**src/rtl/heat_grid_solver.sv**
```systemverilog
// rtl/heat_grid_solver.sv - Jacobi four-neighbour heat-diffusion solver with double-buffered cell banks
module heat_grid_solver #(
  parameter int GRID_W = 5,
  parameter int GRID_H = 5,
  parameter int DATA_W = 4,
  parameter int ADDR_W = 6,
  parameter int ITER_W = 8
) (
  input  logic              clk,
  input  logic              rst,
  input  logic              cmd_valid,
  output logic              cmd_ready,
  input  logic [1:0]        cmd_op,
  input  logic [ADDR_W-1:0] cmd_addr,
  input  logic [DATA_W-1:0] cmd_wdata,
  input  logic [ITER_W-1:0] cmd_iters,
  input  logic              cmd_bmode,
  output logic              rd_valid,
  output logic [DATA_W-1:0] rd_data,
  output logic              busy,
  output logic              done,
  output logic [ITER_W-1:0] iter_count
);
  localparam int N     = GRID_W * GRID_H;
  localparam int IDX_W = $clog2(N);
  localparam int ROW_W = $clog2(GRID_H);
  localparam int COL_W = $clog2(GRID_W);
  localparam logic [1:0] OP_WRITE = 2'b01;
  localparam logic [1:0] OP_READ  = 2'b10;
  localparam logic [1:0] OP_RUN   = 2'b11;

  typedef enum logic [1:0] {IDLE, SWEEP, SWAP} state_t;
  state_t state, state_next;

  logic [DATA_W-1:0] bank_a [0:N-1];
  logic [DATA_W-1:0] bank_b [0:N-1];
  logic              cur;
  logic [IDX_W-1:0]  idx;
  logic [ROW_W-1:0]  row;
  logic [COL_W-1:0]  col;
  logic [ITER_W-1:0] iters_lat;
  logic              bmode_lat;

  logic              accept, in_range, last_cell, last_iter, last_col, on_edge;
  logic [IDX_W-1:0]  addr_idx, n_idx, s_idx, w_idx, e_idx;
  logic [DATA_W-1:0] c_self, c_n, c_s, c_w, c_e, avg, new_val;
  logic [DATA_W+1:0] sum;

  assign cmd_ready = (state == IDLE) & ~rst;
  assign busy      = (state != IDLE);
  assign accept    = cmd_valid & cmd_ready;
  assign in_range  = ({1'b0, cmd_addr} < (ADDR_W+1)'(N));
  assign addr_idx  = IDX_W'(cmd_addr);
  assign last_cell = (idx == IDX_W'(N - 1));
  assign last_iter = ((iter_count + ITER_W'(1)) == iters_lat);
  assign last_col  = (col == COL_W'(GRID_W - 1));
  assign on_edge   = (row == '0) || (row == ROW_W'(GRID_H - 1)) || (col == '0) || last_col;

  // A missing neighbour resolves to the cell itself, which is exactly the insulated rule;
  // fixed mode never uses the average on edge cells, so the substitution is harmless there.
  assign n_idx = (row == '0) ? idx : idx - IDX_W'(GRID_W);
  assign s_idx = (row == ROW_W'(GRID_H - 1)) ? idx : idx + IDX_W'(GRID_W);
  assign w_idx = (col == '0) ? idx : idx - IDX_W'(1);
  assign e_idx = last_col ? idx : idx + IDX_W'(1);

  always_comb begin
    c_self = cur ? bank_b[idx]   : bank_a[idx];
    c_n    = cur ? bank_b[n_idx] : bank_a[n_idx];
    c_s    = cur ? bank_b[s_idx] : bank_a[s_idx];
    c_w    = cur ? bank_b[w_idx] : bank_a[w_idx];
    c_e    = cur ? bank_b[e_idx] : bank_a[e_idx];
    sum    = {2'b00, c_n} + {2'b00, c_s} + {2'b00, c_w} + {2'b00, c_e};
    avg    = DATA_W'(sum >> 2);
    new_val = (!bmode_lat && on_edge) ? c_self : avg;
  end

  always_comb begin
    state_next = state;
    case (state)
      IDLE:    if (accept && cmd_op == OP_RUN && cmd_iters != '0) state_next = SWEEP;
      SWEEP:   if (last_cell) state_next = SWAP;
      SWAP:    state_next = last_iter ? IDLE : SWEEP;
      default: state_next = IDLE;
    endcase
  end

  always_ff @(posedge clk or posedge rst) begin
    if (rst) state <= IDLE;
    else     state <= state_next;
  end

  always_ff @(posedge clk or posedge rst) begin
    if (rst) begin
      for (int i = 0; i < N; i++) begin
        bank_a[i] <= '0;
        bank_b[i] <= '0;
      end
      cur        <= 1'b0;
      idx        <= '0;
      row        <= '0;
      col        <= '0;
      iters_lat  <= '0;
      bmode_lat  <= 1'b0;
      iter_count <= '0;
      rd_valid   <= 1'b0;
      rd_data    <= '0;
      done       <= 1'b0;
    end else begin
      rd_valid <= 1'b0;
      done     <= 1'b0;
      case (state)
        IDLE: if (accept) begin
          case (cmd_op)
            OP_WRITE: if (in_range) begin
              if (cur) bank_b[addr_idx] <= cmd_wdata;
              else     bank_a[addr_idx] <= cmd_wdata;
            end
            OP_READ: begin
              rd_valid <= 1'b1;
              if (!in_range) rd_data <= '0;
              else           rd_data <= cur ? bank_b[addr_idx] : bank_a[addr_idx];
            end
            OP_RUN: begin
              iters_lat  <= cmd_iters;
              bmode_lat  <= cmd_bmode;
              iter_count <= '0;
              idx        <= '0;
              row        <= '0;
              col        <= '0;
              if (cmd_iters == '0) done <= 1'b1;
            end
            default: ;
          endcase
        end
        SWEEP: begin
          if (cur) bank_a[idx] <= new_val;
          else     bank_b[idx] <= new_val;
          idx <= idx + IDX_W'(1);
          if (last_col) begin
            col <= '0;
            row <= row + ROW_W'(1);
          end else begin
            col <= col + COL_W'(1);
          end
        end
        SWAP: begin
          cur        <= ~cur;
          iter_count <= iter_count + ITER_W'(1);
          idx        <= '0;
          row        <= '0;
          col        <= '0;
          if (last_iter) done <= 1'b1;
        end
        default: ;
      endcase
    end
  end
endmodule

```
**config.mk**
```make
export PLATFORM = sky130hd
export DESIGN_NAME = heat_grid_solver
export DESIGN_NICKNAME = d
export VERILOG_FILES = /design/src/rtl/heat_grid_solver.sv
export SDC_FILE = /design/constraint.sdc
export NUM_CORES = 1
export LEC_CHECK = 0
export ABC_AREA = 1
export BUFFER_PORTS_ARGS = -buffer_cell sky130_fd_sc_hd__buf_4
export CAP_MARGIN = 20
export CELL_PAD_IN_SITES_DETAIL_PLACEMENT = 1
export CELL_PAD_IN_SITES_GLOBAL_PLACEMENT = 2
export CORE_MARGIN = 2
export CORE_UTILIZATION = 36
export CTS_BUF_LIST = sky130_fd_sc_hd__clkbuf_8
export CTS_CLUSTER_SIZE = 12
export DETAILED_ROUTE_END_ITERATION = 6
export PLACE_DENSITY = 0.88
export SLEW_MARGIN = 20
export SYNTH_ARGS = -nofsm -noshare
export SYNTH_HDL_FRONTEND = slang
export SYNTH_SLANG_ARGS = --single-unit
```
**constraint.sdc**
```tcl
create_clock -name clk -period 8.8 [get_ports clk]
set_clock_uncertainty 0.15 [all_clocks]
set_input_delay 0.88 -clock clk [delete_from_list [all_inputs] [get_ports clk]]
set_output_delay 0.88 -clock clk [all_outputs]
set_load 0.02 [all_outputs]
```
Word level (Yosys, flattened, before mapping)
Cells that the tools add are included.
{"block": "totals", "ff_bits": 237, "word_cells": 228, "input_bits": 24}
{"block": "op_classes", "bitwise_logic": 10, "muxes": 92, "n_eq_ne": 20, "n_lt_le_gt_ge": 9, "n_addsub": 10, "n_reduce_logical": 26}
{"cell": "2-to-1 mux 100 bit", "count": 10}
{"cell": "bitwise mux 100 bit", "count": 4}
{"cell": "one-hot mux 100 bit (2 select lines)", "count": 2}
{"cell": "binary-select mux 4 bit (select 5 bit)", "count": 12}
{"cell": "2-to-1 mux 4 bit", "count": 34}
{"cell": "demux 4 bit (select 5 bit)", "count": 2}
{"cell": "greater-or-equal comparator 6 bit (second input constant)", "count": 6}
{"cell": "NOT 5 -> 6 bit", "count": 6}
{"cell": "2-to-1 mux 5 bit", "count": 6}
{"cell": "one-hot mux 3 bit (3 select lines)", "count": 2}
{"cell": "2-to-1 mux 8 bit", "count": 2}
{"cell": "!= test 2 bit (second input constant)", "count": 8}
{"cell": "one-hot mux 8 bit (2 select lines)", "count": 1}
{"cell": "one-hot mux 5 bit (3 select lines)", "count": 1}
{"cell": "less-than comparator 6 x 1 -> 1 bit (second input constant)", "count": 2}
{"cell": "2-to-1 mux 3 bit", "count": 4}
{"cell": "AND reduction 3 bit", "count": 4}
{"cell": "AND reduction 6 bit", "count": 2}
{"cell": "adder 8 x 1 -> 8 bit (second input constant)", "count": 1}
{"cell": "== test 8 bit", "count": 1}
{"cell": "zero test 8 bit", "count": 1}
{"cell": "2-to-1 mux 1 bit", "count": 8}
{"cell": "nonzero test 8 bit", "count": 1}
{"cell": "adder 3 x 1 -> 3 bit (second input constant)", "count": 2}
{"cell": "other kinds (27)", "count": 45}

Depth between registers and ports, before layout
{"block": "logic_depth", "word_depth": 14, "mapped_depth": 35, "depth_no_buf": 29}

Least setup slack after synthesis
No wires, ideal clock.
{"block": "synth_path", "path_type": "reg2reg", "start": "register idx[0]", "end": "register bank_a[11] in the netlist's numbering", "path_stages_with_launch": 32, "t_required_ps": 8533, "slack_ps": 3292, "t_arrival_ps": 5241, "cell_sequence": "dfrtp_1 -> buf_2 -> inv_2 -> buf_2 -> buf_4 -> buf_2 -> ha_1 -> inv_1 -> nand2_1 -> o21ai_0 -> buf_2 -> buf_1 -> o21ai_0 -> o22ai_1 -> o22ai_1 -> nand2_1 -> nand3_1 -> nand2_1 -> o22ai_1 -> fa_1 -> fa_1 -> inv_1 -> nor2_1 -> and3_1 -> fa_1 -> a21oi_1 -> o21ai_0 -> o21ai_2 -> buf_4 -> o22ai_1 -> nand2_1 -> nand2_1"}
{"block": "synth_via", "elab_chain_len": 14, "word_cells_on_any_way": 60, "classes_between": "7 x add/sub; 2 x order compare; 45 x mux; 5 x bitwise; 1 x reduce/logical"}
{"item": "from (decl)", "line_no": "38", "rtl": "logic [IDX_W-1:0] idx;"}
{"item": "from (signal assigned)", "line_no": "138", "rtl": "idx <= idx + IDX_W'(1);"}
{"item": "subtractor 5 x 3 -> 5 bit or adder 5 x 3 -> 5 bit (tied branches)", "line_no": "61, 62"}
{"item": "2-to-1 mux 5 bit (on tied branches)", "line_no": "61, 62"}
{"item": "NOT 5 -> 6 bit (on tied branches)", "line_no": "68, 69"}
{"item": "binary-select mux 4 bit (select 5 bit) (on tied branches)", "line_no": "68, 69"}
{"item": "2-to-1 mux 4 bit (on tied branches) (3 in a row)", "line_no": "68, 69"}
{"item": "adder 4 x 4 -> 5 bit", "line_no": "72", "rtl": "sum = {2'b00, c_n} + {2'b00, c_s} + {2'b00, c_w} + {2'b00, c_e};"}
{"item": "adder 5 x 4 -> 6 bit", "line_no": "72"}
{"item": "adder 6 x 4 -> 6 bit", "line_no": "72"}
{"item": "2-to-1 mux 4 bit", "line_no": "74", "rtl": "new_val = (!bmode_lat && on_edge) ? c_self : avg;"}
{"item": "bitwise mux 100 bit *", "line_no": "136", "rtl": "if (cur) bank_a[idx] <= new_val;"}
{"item": "2-to-1 mux 100 bit *", "line_no": "136"}
{"item": "one-hot mux 100 bit (2 select lines) *", "line_no": "111", "rtl": "case (state)"}
{"item": "to (signal, indexed assignment)", "line_no": "116", "rtl": "else bank_a[addr_idx] <= cmd_wdata;"}
{"item": "to (signal, indexed assignment)", "line_no": "136"}
{"item": "to (decl)", "line_no": "35", "rtl": "logic [DATA_W-1:0] bank_a [0:N-1];"}
Mark *: on every way between the ends. The rest lies on a longest branch, timed or not. The select of a mux whose other input is x is not followed.
A chain may end at the register's enable or synchronous reset.

Worst setup path after layout
{"block": "layout_path", "start": "register idx[2]", "end": "register bank_a[95] in the netlist's numbering"}
Same word-level chain as after synthesis.

==> impl_results.md <==
- I/O pins: 40
- Drt drc: 0
- Vias in the first global route: 27600
- Largest family of logic cells by synthesized area: compound AO/OA/AOI/OAI gates
- Vert. Die Dim: 252 um
- Sequential cell area: approximately 0.0059 mm2
- Seq/Total Area, Yosys: 0.269
- Commonest non-fill, non-tap cell in the layout: nand2_1
- Adder-Cell Fraction of Synth Area: 0.0157
- Resize count post-CTS: 0
- Fin. max-slew vios: 0
- Final Hold Viols: 0
- Mux cell area share after synthesis: 0.000906
- Critical path data arrival time: about 8400 ps
- Setup TNS: 0 ps
- Number of synthesized flops with an enable pin: 0
- Hold_buf cts: 0
- Max-cap violations: 1
- Chip Width: 252 um
- Final #Nets: between 3000 and 4000
- All-Layer GR Usage: 0.425
- DR vias: 28900
- R2R cell count: 23
- Fill cells: 8099
- CP Capture Type: register
- Outcome: finished, violations left
- Core outline area: 0.0605 mm2
- Most used cell, CP: inv_1
- GP Congestion: 1.08
- Avg Cell Area, Syn: 6.14 um2
- First-pass GRT wire length: 197000 um
- Htree depth: 2
- Failing checks: max-capacitance violations
- Fin crit share: 0.907
- DR vias/cell: 6.64
- Initial antenna violation count: 7
- I/O Buffers: 39
- Antenna Nets Post-Route: 0
- Worst path cell trace: inv_1, nand2_2, o211ai_1, xor2_2, inv_1, o211ai_1, o21ai_0, o211ai_1, nand2_1, fa_1, inv_1, fa_1, inv_1, nor2_1, and3_1, fa_1, a21oi_1, o21ai_0, o21ai_4, buf_4, o22ai_1, nand2_1, nand2_1
- First-pass iteration count of the detailed router: 5
- Ys Warns: 0
- Hold Path Class: input pin to async pin
- Largest driver fanout on the critical path: 25
- Final WS setup: 817 ps
- Final setup viols: 0
- Simple-gate portion of the synthesized area: 0.258
- Synth unique cells: 50
- Detailed Place HPWL: 98300 um
- Yosys reg bits: 237
- DIE AREA: 0.0633 mm2
- Cell Area, Synth: 0.0221 mm2
- Worst-Skew Late Latency: just under 700 ps
- Crit Path Category: register to register
- CTS root buf: clkbuf_8
- Slew headroom: 0.0173
- Post-Synth XOR/XNOR Area: 0.00634
- Fraction of layout cells with a size suffix above 1: 0.0681
- Clock Path Buffers: 3
- Post-synthesis net count: 3647
- CP max-delay cell: inv_1
- Startpoint types: register
- WL final: 137000 um
- Post-CTS setup buffers: 0
- Compound-Gate Fraction of Synth Area: 0.338
- Predominant post-synthesis flop cell: dfrtp_1
- R2r setup slk: 820 ps
- Clk slew on worst S/H paths: 60 ps
- Drt initial violations: 4577
- Footprint of the multi-input gates: 0.0138 mm2
- RSZ-0062 raised after global routing: no
- CP max stage delay: between 700 and 800 ps
- Dpl ws: 1200 ps
- Commonest cells after routing, fill and taps aside: nand2_1, o21ai_0, inv_1, a21oi_1, nor2_1
- Wirelength per Cell: 31.4 um
- Asr flop ratio synth: 1.00
- CTS sink count: 237
- Post-synthesis cell count: 3600
- Total gr overflow: 0
- Inserted Clock Buffers: 47
- FMAX: 125 MHz
- Area growth syn-to-layout: 8.97%
- CTS tree: yes
- WP data required: 9200 ps
- Rows: 90
- Actual slew at the worst max-slew pin: 1460 ps
- Pin count of the biggest net entering global routing: 133
- Tmin final: approximately 8000 ps
- Initial core utilization: 0.365
==> layer usage <==
metal / wire length, um / GRT usage
met5: 15 / 0
met4: 10300 / 0.267
met3: 17700 / 0.118
met2: 54900 / 0.602
met1: 54100 / 0.568
==> Yosys cell counts, types with 2 or more instances <==
| library cell | count | area share |
|---|---|---|
| dfrtp_1 | 237 | 0.27 |
| o21ai_4 | 2 | 0.0015 |
| nand2_1 | 900 | 0.15 |
| nand4_1 | 15 | 0.0042 |
| inv_2 | 5 | 0.00085 |
| a31oi_1 | 18 | 0.0051 |
| buf_2 | 54 | 0.012 |
| a41oi_1 | 2 | 0.00079 |
| o21ai_1 | 6 | 0.0014 |
| fa_1 | 8 | 0.0073 |
| a22oi_1 | 6 | 0.0020 |
| buf_6 | 6 | 0.0031 |
| a221oi_1 | 17 | 0.0067 |
| mux2i_1 | 2 | 0.00091 |
| clkbuf_1 | 149 | 0.025 |
| o21ai_0 | 581 | 0.13 |
| o211a_1 | 2 | 0.00091 |
| nor2_1 | 262 | 0.045 |
| o2111ai_1 | 12 | 0.0048 |
| xnor2_1 | 2 | 0.00079 |
| a21oi_1 | 274 | 0.062 |
| o22ai_1 | 150 | 0.042 |
| ha_1 | 15 | 0.0085 |
| buf_4 | 10 | 0.0034 |
| o21ai_2 | 4 | 0.0016 |
| nor4_1 | 6 | 0.0017 |
| nor3_1 | 17 | 0.0039 |
| a32o_1 | 6 | 0.0027 |
| o211ai_1 | 145 | 0.049 |
| o21a_1 | 3 | 0.0010 |
| a22o_1 | 2 | 0.00079 |
| nand2_2 | 16 | 0.0045 |
| o31ai_1 | 3 | 0.0010 |
| nand3_1 | 197 | 0.045 |
| o221ai_1 | 36 | 0.014 |
| inv_1 | 376 | 0.064 |
| buf_1 | 9 | 0.0015 |
| a211oi_1 | 3 | 0.0010 |
| clkinv_1 | 5 | 0.00085 |
| o311ai_0 | 14 | 0.0056 |
| xor2_1 | 14 | 0.0056 |
==> registers in the layout (all words and copies together), names as in the netlist <==
register	flops
bank_a	100
bank_b	100
bmode_lat	1
col	3
cur	1
done	1
idx	5
iter_count	8
iters_lat	8
rd_data	4
rd_valid	1
row	3
state	2
==> critical path: cells and delay by family, from the launching register on <==
kind                     cells  cell delay, ps
AO/OA/AOI/OAI                8            1920
flip-flops                   1             610
adder cells (fa/ha/maj)      3            1290
AND/OR/NAND/NOR              6            1020
buffers and inverters        5            2080
XOR/XNOR                     1             710
==> worst paths after layout <==
kind / end / from
max: bank_a[95] / idx[2]
min: bank_b[2] / rst
max reg2reg: bank_a[95] / idx[2]
min reg2reg: bank_a[82] / bank_a[82]
max in group asynchronous: bank_a[43] / rst
min in group clk: iters_lat[2] / cmd_iters[2]
==> layout make-up <==
class | count | share of cell area
Antenna cell | 8 | 0.000832
Clock buffer | 55 | 0.0315
Clock inverter | 19 | 0.00395
Inverter | 386 | 0.0607
Multi-Input combinational cell | 2748 | 0.574
Sequential cell | 237 | 0.247
Tap cell | 782 | 0.0407
Timing Repair Buffer | 125 | 0.0423
==> cells by family (layout without fill, tap and decap cells) <==
| kind of cell | count (synthesis) | after routing |
|---|---|---|
| AO/OA/AOI/OAI | 1290 | 1290 |
| XOR/XNOR | 16 | 16 |
| adder cells (fa/ha/maj) | 23 | 23 |
| buffers and inverters | 615 | 585 |
| flip-flops | 237 | 237 |
| multiplexers | 2 | 2 |
| other | 0 | 8 |
| AND/OR/NAND/NOR | 1417 | 1417 |
==> metrics by stage <==
stage          instance area [um2]  instances  hold WS (ps)  utilization
6_report                     24100       4360           148        0.398
5_1_grt                      24000       4353           229        0.398
4_1_cts                      24000       4351           173        0.398
3_5_place_dp                 23200       4277           319        0.383
3_3_place_gp                 23200       4276           315        0.383
2_1_floorplan                22100       3600           299            -
Power is not shown: default switching activity piles up to over one toggle a cycle in this logic, so the estimate is an artifact.
